File: src/rtl/dense_axis_tx.sv
// Small generic synchronous FIFO with occupancy count; head is the oldest entry.
// Latency: a pushed word is visible at head_dat on the cycle after the push.
// Backpressure: none internally; the caller must never push when full or pop when empty.
module fifo #(
    parameter int W     = 32,
    parameter int DEPTH = 2,
    parameter int CW    = $clog2(DEPTH + 1)
) (
    input  logic          clk,
    input  logic          rst,
    input  logic          push_vld,
    input  logic [W-1:0]  push_dat,
    input  logic          pop,
    output logic [W-1:0]  head_dat,
    output logic [CW-1:0] cnt
);
    localparam int PW = (DEPTH > 1) ? $clog2(DEPTH) : 1;

    logic [W-1:0]  mem [DEPTH];
    logic [PW-1:0] wr_ptr;
    logic [PW-1:0] rd_ptr;

    function automatic logic [PW-1:0] ptr_inc(input logic [PW-1:0] p);
        return (p == PW'(DEPTH - 1)) ? '0 : p + PW'(1);
    endfunction

    always_ff @(posedge clk or negedge rst) begin
        if (!rst) begin
            wr_ptr <= '0;
            rd_ptr <= '0;
            cnt    <= '0;
            for (int i = 0; i < DEPTH; i++) begin
                mem[i] <= '0;
            end
        end else begin
            if (push_vld) begin
                mem[wr_ptr] <= push_dat;
                wr_ptr      <= ptr_inc(wr_ptr);
            end
            if (pop) begin
                rd_ptr <= ptr_inc(rd_ptr);
            end
            case ({push_vld, pop})
                2'b10:   cnt <= cnt + CW'(1);
                2'b01:   cnt <= cnt - CW'(1);
                default: cnt <= cnt;
            endcase
        end
    end

    assign head_dat = mem[rd_ptr];
endmodule

// Streams OUT_COUNT words from the dense outputs RAM as one AXI4-Stream packet.
// Latency: start at edge E0 -> first tvalid 3 cycles later; done OUT_COUNT+3 cycles after start.
// Backpressure: tready=0 stops RAM reads once 2 words are buffered; resumes gap-free.
module dense_axis_tx #(
    parameter int DATA_SIZE = 32,
    parameter int OUT_COUNT = 3,
    parameter int ADR_W     = 5
) (
    input  logic                 clk,
    input  logic                 rst,
    input  logic                 start,
    output logic                 busy,
    output logic                 done,
    output logic                 buf_rd,
    output logic [ADR_W-1:0]     buf_adr,
    input  logic [DATA_SIZE-1:0] buf_data,
    output logic [DATA_SIZE-1:0] m_axis_tdata,
    output logic                 m_axis_tvalid,
    input  logic                 m_axis_tready,
    output logic                 m_axis_tlast
);
    localparam int                CNT_W = $clog2(OUT_COUNT + 1);
    localparam logic [CNT_W-1:0] COUNT = CNT_W'(OUT_COUNT);
    localparam logic [CNT_W-1:0] LAST  = CNT_W'(OUT_COUNT - 1);

    typedef enum logic [1:0] {
        IDLE = 2'd0,
        RUN  = 2'd1,
        FIN  = 2'd2
    } state_t;

    state_t               state;
    state_t               state_nxt;
    logic [CNT_W-1:0]     rd_cnt;
    logic [CNT_W-1:0]     tx_cnt;
    logic                 inflight;
    logic                 start_ok;
    logic                 pop;
    logic                 rd_en;
    logic [2:0]           room_used;
    logic [1:0]           fifo_cnt;
    logic [DATA_SIZE-1:0] head_dat;

    assign start_ok  = start && ((state == IDLE) || (state == FIN));
    assign pop       = m_axis_tvalid && m_axis_tready;
    // Words already buffered or on their way, after this cycle's pop.
    assign room_used = {1'b0, fifo_cnt} + {2'b00, inflight} - {2'b00, pop};
    assign rd_en     = (state == RUN) && (rd_cnt < COUNT) && (room_used < 3'd2);

    always_ff @(posedge clk or negedge rst) begin
        if (!rst) begin
            state <= IDLE;
        end else begin
            state <= state_nxt;
        end
    end

    always_comb begin
        state_nxt = state;
        case (state)
            IDLE:    if (start) state_nxt = RUN;
            RUN:     if (pop && (tx_cnt == LAST)) state_nxt = FIN;
            FIN:     state_nxt = start ? RUN : IDLE;
            default: state_nxt = IDLE;
        endcase
    end

    always_comb begin
        busy          = (state == RUN);
        done          = (state == FIN);
        buf_rd        = rd_en;
        buf_adr       = rd_en ? ADR_W'(rd_cnt) : '0;
        m_axis_tvalid = (fifo_cnt != 2'd0);
        m_axis_tdata  = m_axis_tvalid ? head_dat : '0;
        m_axis_tlast  = m_axis_tvalid && (tx_cnt == LAST);
    end

    always_ff @(posedge clk or negedge rst) begin
        if (!rst) begin
            rd_cnt   <= '0;
            tx_cnt   <= '0;
            inflight <= 1'b0;
        end else begin
            inflight <= rd_en;
            if (start_ok) begin
                rd_cnt <= '0;
                tx_cnt <= '0;
            end else begin
                if (rd_en) rd_cnt <= rd_cnt + CNT_W'(1);
                if (pop)   tx_cnt <= tx_cnt + CNT_W'(1);
            end
        end
    end

    fifo #(
        .W     (DATA_SIZE),
        .DEPTH (2),
        .CW    (2)
    ) u_fifo (
        .clk      (clk),
        .rst      (rst),
        .push_vld (inflight),
        .push_dat (buf_data),
        .pop      (pop),
        .head_dat (head_dat),
        .cnt      (fifo_cnt)
    );
endmodule

File: config.mk
export PLATFORM = sky130hd
export DESIGN_NAME = dense_axis_tx
export DESIGN_NICKNAME = d
export VERILOG_FILES = /design/src/rtl/dense_axis_tx.sv
export SDC_FILE = /design/constraint.sdc
export NUM_CORES = 1
export LEC_CHECK = 0
export ABC_AREA = 1
export BUFFER_PORTS_ARGS = -buffer_cell sky130_fd_sc_hd__buf_2
export CELL_PAD_IN_SITES_DETAIL_PLACEMENT = 1
export CELL_PAD_IN_SITES_GLOBAL_PLACEMENT = 2
export CORE_UTILIZATION = 30
export CTS_CLUSTER_SIZE = 30
export DETAILED_ROUTE_END_ITERATION = 8
export HOLD_SLACK_MARGIN = 0.06
export PLACE_DENSITY = 0.82
export SLEW_MARGIN = 25
export SYNTH_ARGS = -nofsm -noshare
export SYNTH_HDL_FRONTEND = slang
export SYNTH_SLANG_ARGS = --single-unit
export TNS_END_PERCENT = 5
File: constraint.sdc
create_clock -name clk -period 4.3 [get_ports clk]
set_input_delay 0.215 -clock clk [delete_from_list [all_inputs] [get_ports clk]]
set_output_delay 0.215 -clock clk [all_outputs]
set_load 0.03 [all_outputs]
== Word level (Yosys, flattened, before mapping) ==
Cells that the tools add are included.

* Logic and storage cells: 64
* Register bits after elaboration: 75
* Output and inout port bits: 42
* Input port bits: 36

* Eq/ne operators: 7
* Bitwise operators: 2
* Magnitude comparators: 5
* Reduce and logical (&&, ||, !) cells: 14
* $add $sub $neg: 8
* Muxes and demuxes: 19

{| class="wikitable"
|+ Operators with widths
! kind !! number
|-
| $mux W32 || 5
|-
| $bwmux W64 || 1
|-
| $demux W32 S1 || 1
|-
| $mux W2 || 7
|-
| $reduce_bool A2 Y1 || 4
|-
| $logic_and A1 B1 Y1 || 7
|-
| $add A2 B1 Y2 const B || 3
|-
| $eq A2 B2 Y1 const B || 3
|-
| $pmux W2 S3 || 1
|-
| $eq A2 B1 Y1 const B || 2
|-
| $ge A2 B2 Y1 const B || 2
|-
| $not A1 Y2 || 2
|-
| $pmux W2 S2 || 1
|-
| $add A2 B1 Y3 || 1
|-
| $lt A3 B2 Y1 const B || 1
|-
| $mux W1 || 3
|-
| $sub A3 B1 Y3 || 1
|-
| $add A1 B1 Y1 const B || 2
|-
| $logic_not A2 Y1 || 1
|-
| $lt A2 B1 Y1 const B || 1
|-
| $lt A2 B2 Y1 const B || 1
|-
| $ne A2 B1 Y1 const B || 1
|-
| $ne A2 B2 Y1 const B || 1
|-
| $reduce_and A2 Y1 || 1
|-
| other kinds (2) || 2
|}

== Logic depth before layout (Yosys ltp) ==
* Depth after elaboration: 7
* Mapped depth: 12
* Gate-level depth less buffers: 12

== By module ==
Synthesis repeated with hierarchy kept, for this count alone.

* Cells, all modules: 491
* Area total of the unflattened synthesis: 3816.2 um^2

{| class="wikitable"
|+ By module, submodules not included
! module !! cells each !! seq. area each (um^2) !! times used !! area an instance (um^2)
|-
| fifo || 362 || 1701.6 || 1 || 3085.5
|-
| dense_axis_tx || 129 || 175.2 || 1 || 730.7
|}

== Worst setup path after synthesis ==
Ideal clock, no wire load.

* Kind: flip-flop to output port
* Start: register u_fifo.cnt[1]
* End: output port buf_adr[0]
* Cell stages (with the launch flop): 9
* Data required time: 4085 ps
* Slack: 2111 ps
* Data arrival time: 1974 ps
* Cell sequence: dfrtp_1 > nand3_1 > o21ai_0 > inv_1 > fa_1 > nand2_1 > nor2_1 > nand2_1 > nor2_1

* Word-level cells in the longest chain between the ends: 6
* Elaborated cells between the ends (all ways): 7

{| class="wikitable"
|+ Ends and longest elaborated chain
! item !! line !! source
|-
| start: declaration || 15 || <nowiki>output logic [CW-1:0] cnt</nowiki>
|-
| start signal: assignment || 44 || <nowiki>2'b10: cnt <= cnt + CW'(1);</nowiki>
|-
| start signal: assignment || 45 || <nowiki>2'b01: cnt <= cnt - CW'(1);</nowiki>
|-
| start signal: assignment || 46 || <nowiki>default: cnt <= cnt;</nowiki>
|-
| branches (longest 2 deep; another with $add A2 B1 Y3) || -- ||
|-
| $sub A3 B1 Y3 (*) || 100 || <nowiki>assign room_used = {1'b0, fifo_cnt} + {2'b00, inflight} - {2'b00, pop};</nowiki>
|-
| $lt A3 B2 Y1 (*) || 101 || <nowiki>assign rd_en = (state == RUN) && (rd_cnt < COUNT) && (room_used < 3'd2);</nowiki>
|-
| $logic_and A1 B1 Y1 (*) || 101 ||
|-
| $mux W2 (*) || 125 || <nowiki>buf_adr = rd_en ? ADR_W'(rd_cnt) : '0;</nowiki>
|-
| end: declaration || 68 || <nowiki>output logic [ADR_W-1:0] buf_adr,</nowiki>
|}

Every way passes the cells marked *.

== Final worst setup path ==
* Start: register u_fifo.cnt[0]
* End: output port buf_adr[0]

The elaborated chain is that of the path after synthesis.

==> metrics.txt <==
setup TNS=0 ps; post-DR vias/cell=4.632; FF-to-FF End=u_fifo.mem[63]; final setup fails=0; class of the worst hold path=primary input to flip-flop; port buffer count=74; Setup CP Type=flip-flop to output pin; met1 Track Usage GR=0.2045; Routed Wire Length=8.711 mm; Die Ht=110.2 um; minimum clock period=2596 ps; CTS tree=yes; Detailed Route Iter0 Violations=123; Worst Hold Depth=3; Synth Register Bits=75; core area=11420 um^2; hold path startpoint=buf_data[27]; Final nets=528; Final Cycle Share=0.6038; met3 Usage GRT=0.02293; Total GRT Usage=0.1594; post-route cell area=4279 um^2; clk_lat worst skew=340 ps; worst reg-to-reg path cell count=5; post-detail-place hpwl=5.558 mm; CTS max path bufs=2; Slew HR=0.3580; Post-Syn Area=3511 um^2; Fin. Hold Viols=0; post-CTS sizing=0; initial antenna violation count=0; die footprint=12140 um^2; Placer Congestion=0.7742; cts bufs inserted=9; layout cells sized above 1=0.2414; die span in x=110.2 um; Unique masters post-synth=23; Cells after DPL=620; dpl cell area=3949 um^2; first-pass GRT wire length=14.60 mm; Pre-antenna DRT Iters=6; # IOs=78; clk sinks=75; R2R setup slack=2260 ps; DR DRC count=2; Worst Path Max Fanout=5; RSZ-0062 raised after global routing=no; P_leak=2.265 nW; Remaining Overflow, GRT=0; hold endpoint=u_fifo.mem[59]; Avg Inst Size Synth=8.300 um^2; Routed Antenna Nets=0; Place WS=2011 ps; power density over cell area=913.4 nW/um^2; worst clock skew=5.352 ps; fin cells=636; commonest non-fill, non-tap cell in the layout=nand2_1; Post-Syn Instances=423; maximum VDD drop=0.3499 mV; Crit path required time=4090 ps; max-cap viol count=0; Initial Util=0.3075; total number of vias=2946; register area share after synthesis=0.5346; Critical Path AT=2380 ps; clk slew on worst S/H paths=60 ps; M2 GR Usage=0.2629; Final Worst Setup Slack=1704 ps; critical path capture point type=output pin; Synthesis Warnings=0; Fmax=0.3851 GHz; H-tree depth=3; largest net degree at the start of global routing=76; Startpoint Class=flip-flop; Final Core Density=0.3748; Tot Pwr=3.909 mW; routed len/inst=13.70 um; row count=39; status=finished, violations left; Least-Margin Pin Slew=963.0 ps; Slew Limit Fails=0; most frequent cells in the layout=145 x nand2_1, 75 x dfrtp_1, 73 x buf_2, 48 x inv_1, 36 x o21ai_0; vias in the first global route=3061; failing checks=design-rule violations; worst hold slack=132.9 ps; worst flop-to-flop path startpoint=inflight; Area Growth Syn to Fin=21.88%; Root Driver=clkbuf_16; busiest grt layer=met2; n_diodes=0
[worst max-delay path, stage by stage (launching register included)]
cell,delay [ps]
dfrtp_1,350
inv_1,110
nand3_1,100
o21ai_0,250
inv_1,90
fa_1,480
nand2_1,50
nor2_1,160
nand2_1,140
nor2_1,110
buf_2,200
[layout make-up]
class / count / area [um^2]
Clock buffer: 10 / 239.0
Multi-Input combinational cell: 274 / 1303
Clock inverter: 5 / 77.57
Timing Repair Buffer: 79 / 416.7
Fill cell: 1401 / 7139
Sequential cell: 75 / 1877
Tap cell: 143 / 178.9
Inverter: 50 / 187.7
[registers in the layout (all words and copies together) (netlist names)]
name	cells
tx_cnt	2
u_fifo.cnt	2
u_fifo.mem	64
u_fifo.rd_ptr	1
rd_cnt	2
inflight	1
state	2
u_fifo.wr_ptr	1
[timing repair]
item / in CTS / in global routing
hold buffers: 0 / 1
setup buffers: 0 / 0
hold endpoints to repair: 0 / 75
setup endpoints to repair: 0 / 0
[cell families after synthesis]
| kind of cell | synth area share |
|---|---|
| buffers and inverters | 0.09871 |
| other | 0.001068 |
| XOR/XNOR | 0.002495 |
| adder cells (fa/ha/maj) | 0.01283 |
| AO/OA/AOI/OAI | 0.1671 |
| AND/OR/NAND/NOR | 0.1832 |
| flip-flops | 0.5346 |
[cell usage after synthesis]
library cell  count  area, um^2
nand2_1         146       548.0
dfrtp_1          75        1877
inv_1            48       180.2
o21ai_0          36       180.2
a21oi_1          32       160.2
o21ai_2          23       201.4
clkbuf_1         12       45.04
nor2_1           11       41.29
o21ai_1           9       45.04
buf_6             6       67.56
nand3_1           5       25.02
buf_2             4       20.02
buf_4             3       22.52
ha_1              2       25.02
nand4_1           2       12.51
nor3_1            2       10.01
buf_1             1       3.750
clkinv_1          1       3.750
conb_1            1       3.750
fa_1              1       20.02
inv_2             1       3.750
or2_1             1       6.260
xor2_1            1       8.760
[where the power goes]
group          internal (mW)  switching (mW)  leakage, nW
Sequential              1.05           0.188        0.923
Clock                  0.518           0.283        0.154
Combinational          0.545            1.32         1.19
[layer usage]
metal,part of all wire,vias to the layer above
li1,-,1450
met1,0.47,1436
met2,0.48,49
met3,0.030,11
met4,0.020,0
met5,0,-
[worst max path at each step]
stage                              from         end  slack [ps]  cells past startpoint
after floorplan           u_fifo.cnt[1]  buf_adr[0]        2110                      8
after global placement    u_fifo.cnt[1]  buf_adr[1]        2110                      9
after detailed placement  u_fifo.cnt[0]  buf_adr[0]        2010                     10
after CTS                 u_fifo.cnt[0]  buf_adr[0]        1640                     10
after global routing      u_fifo.cnt[1]  buf_adr[1]        1440                      9
final                     u_fifo.cnt[0]  buf_adr[0]        1700                     10
(Power assumes the default switching activity.)
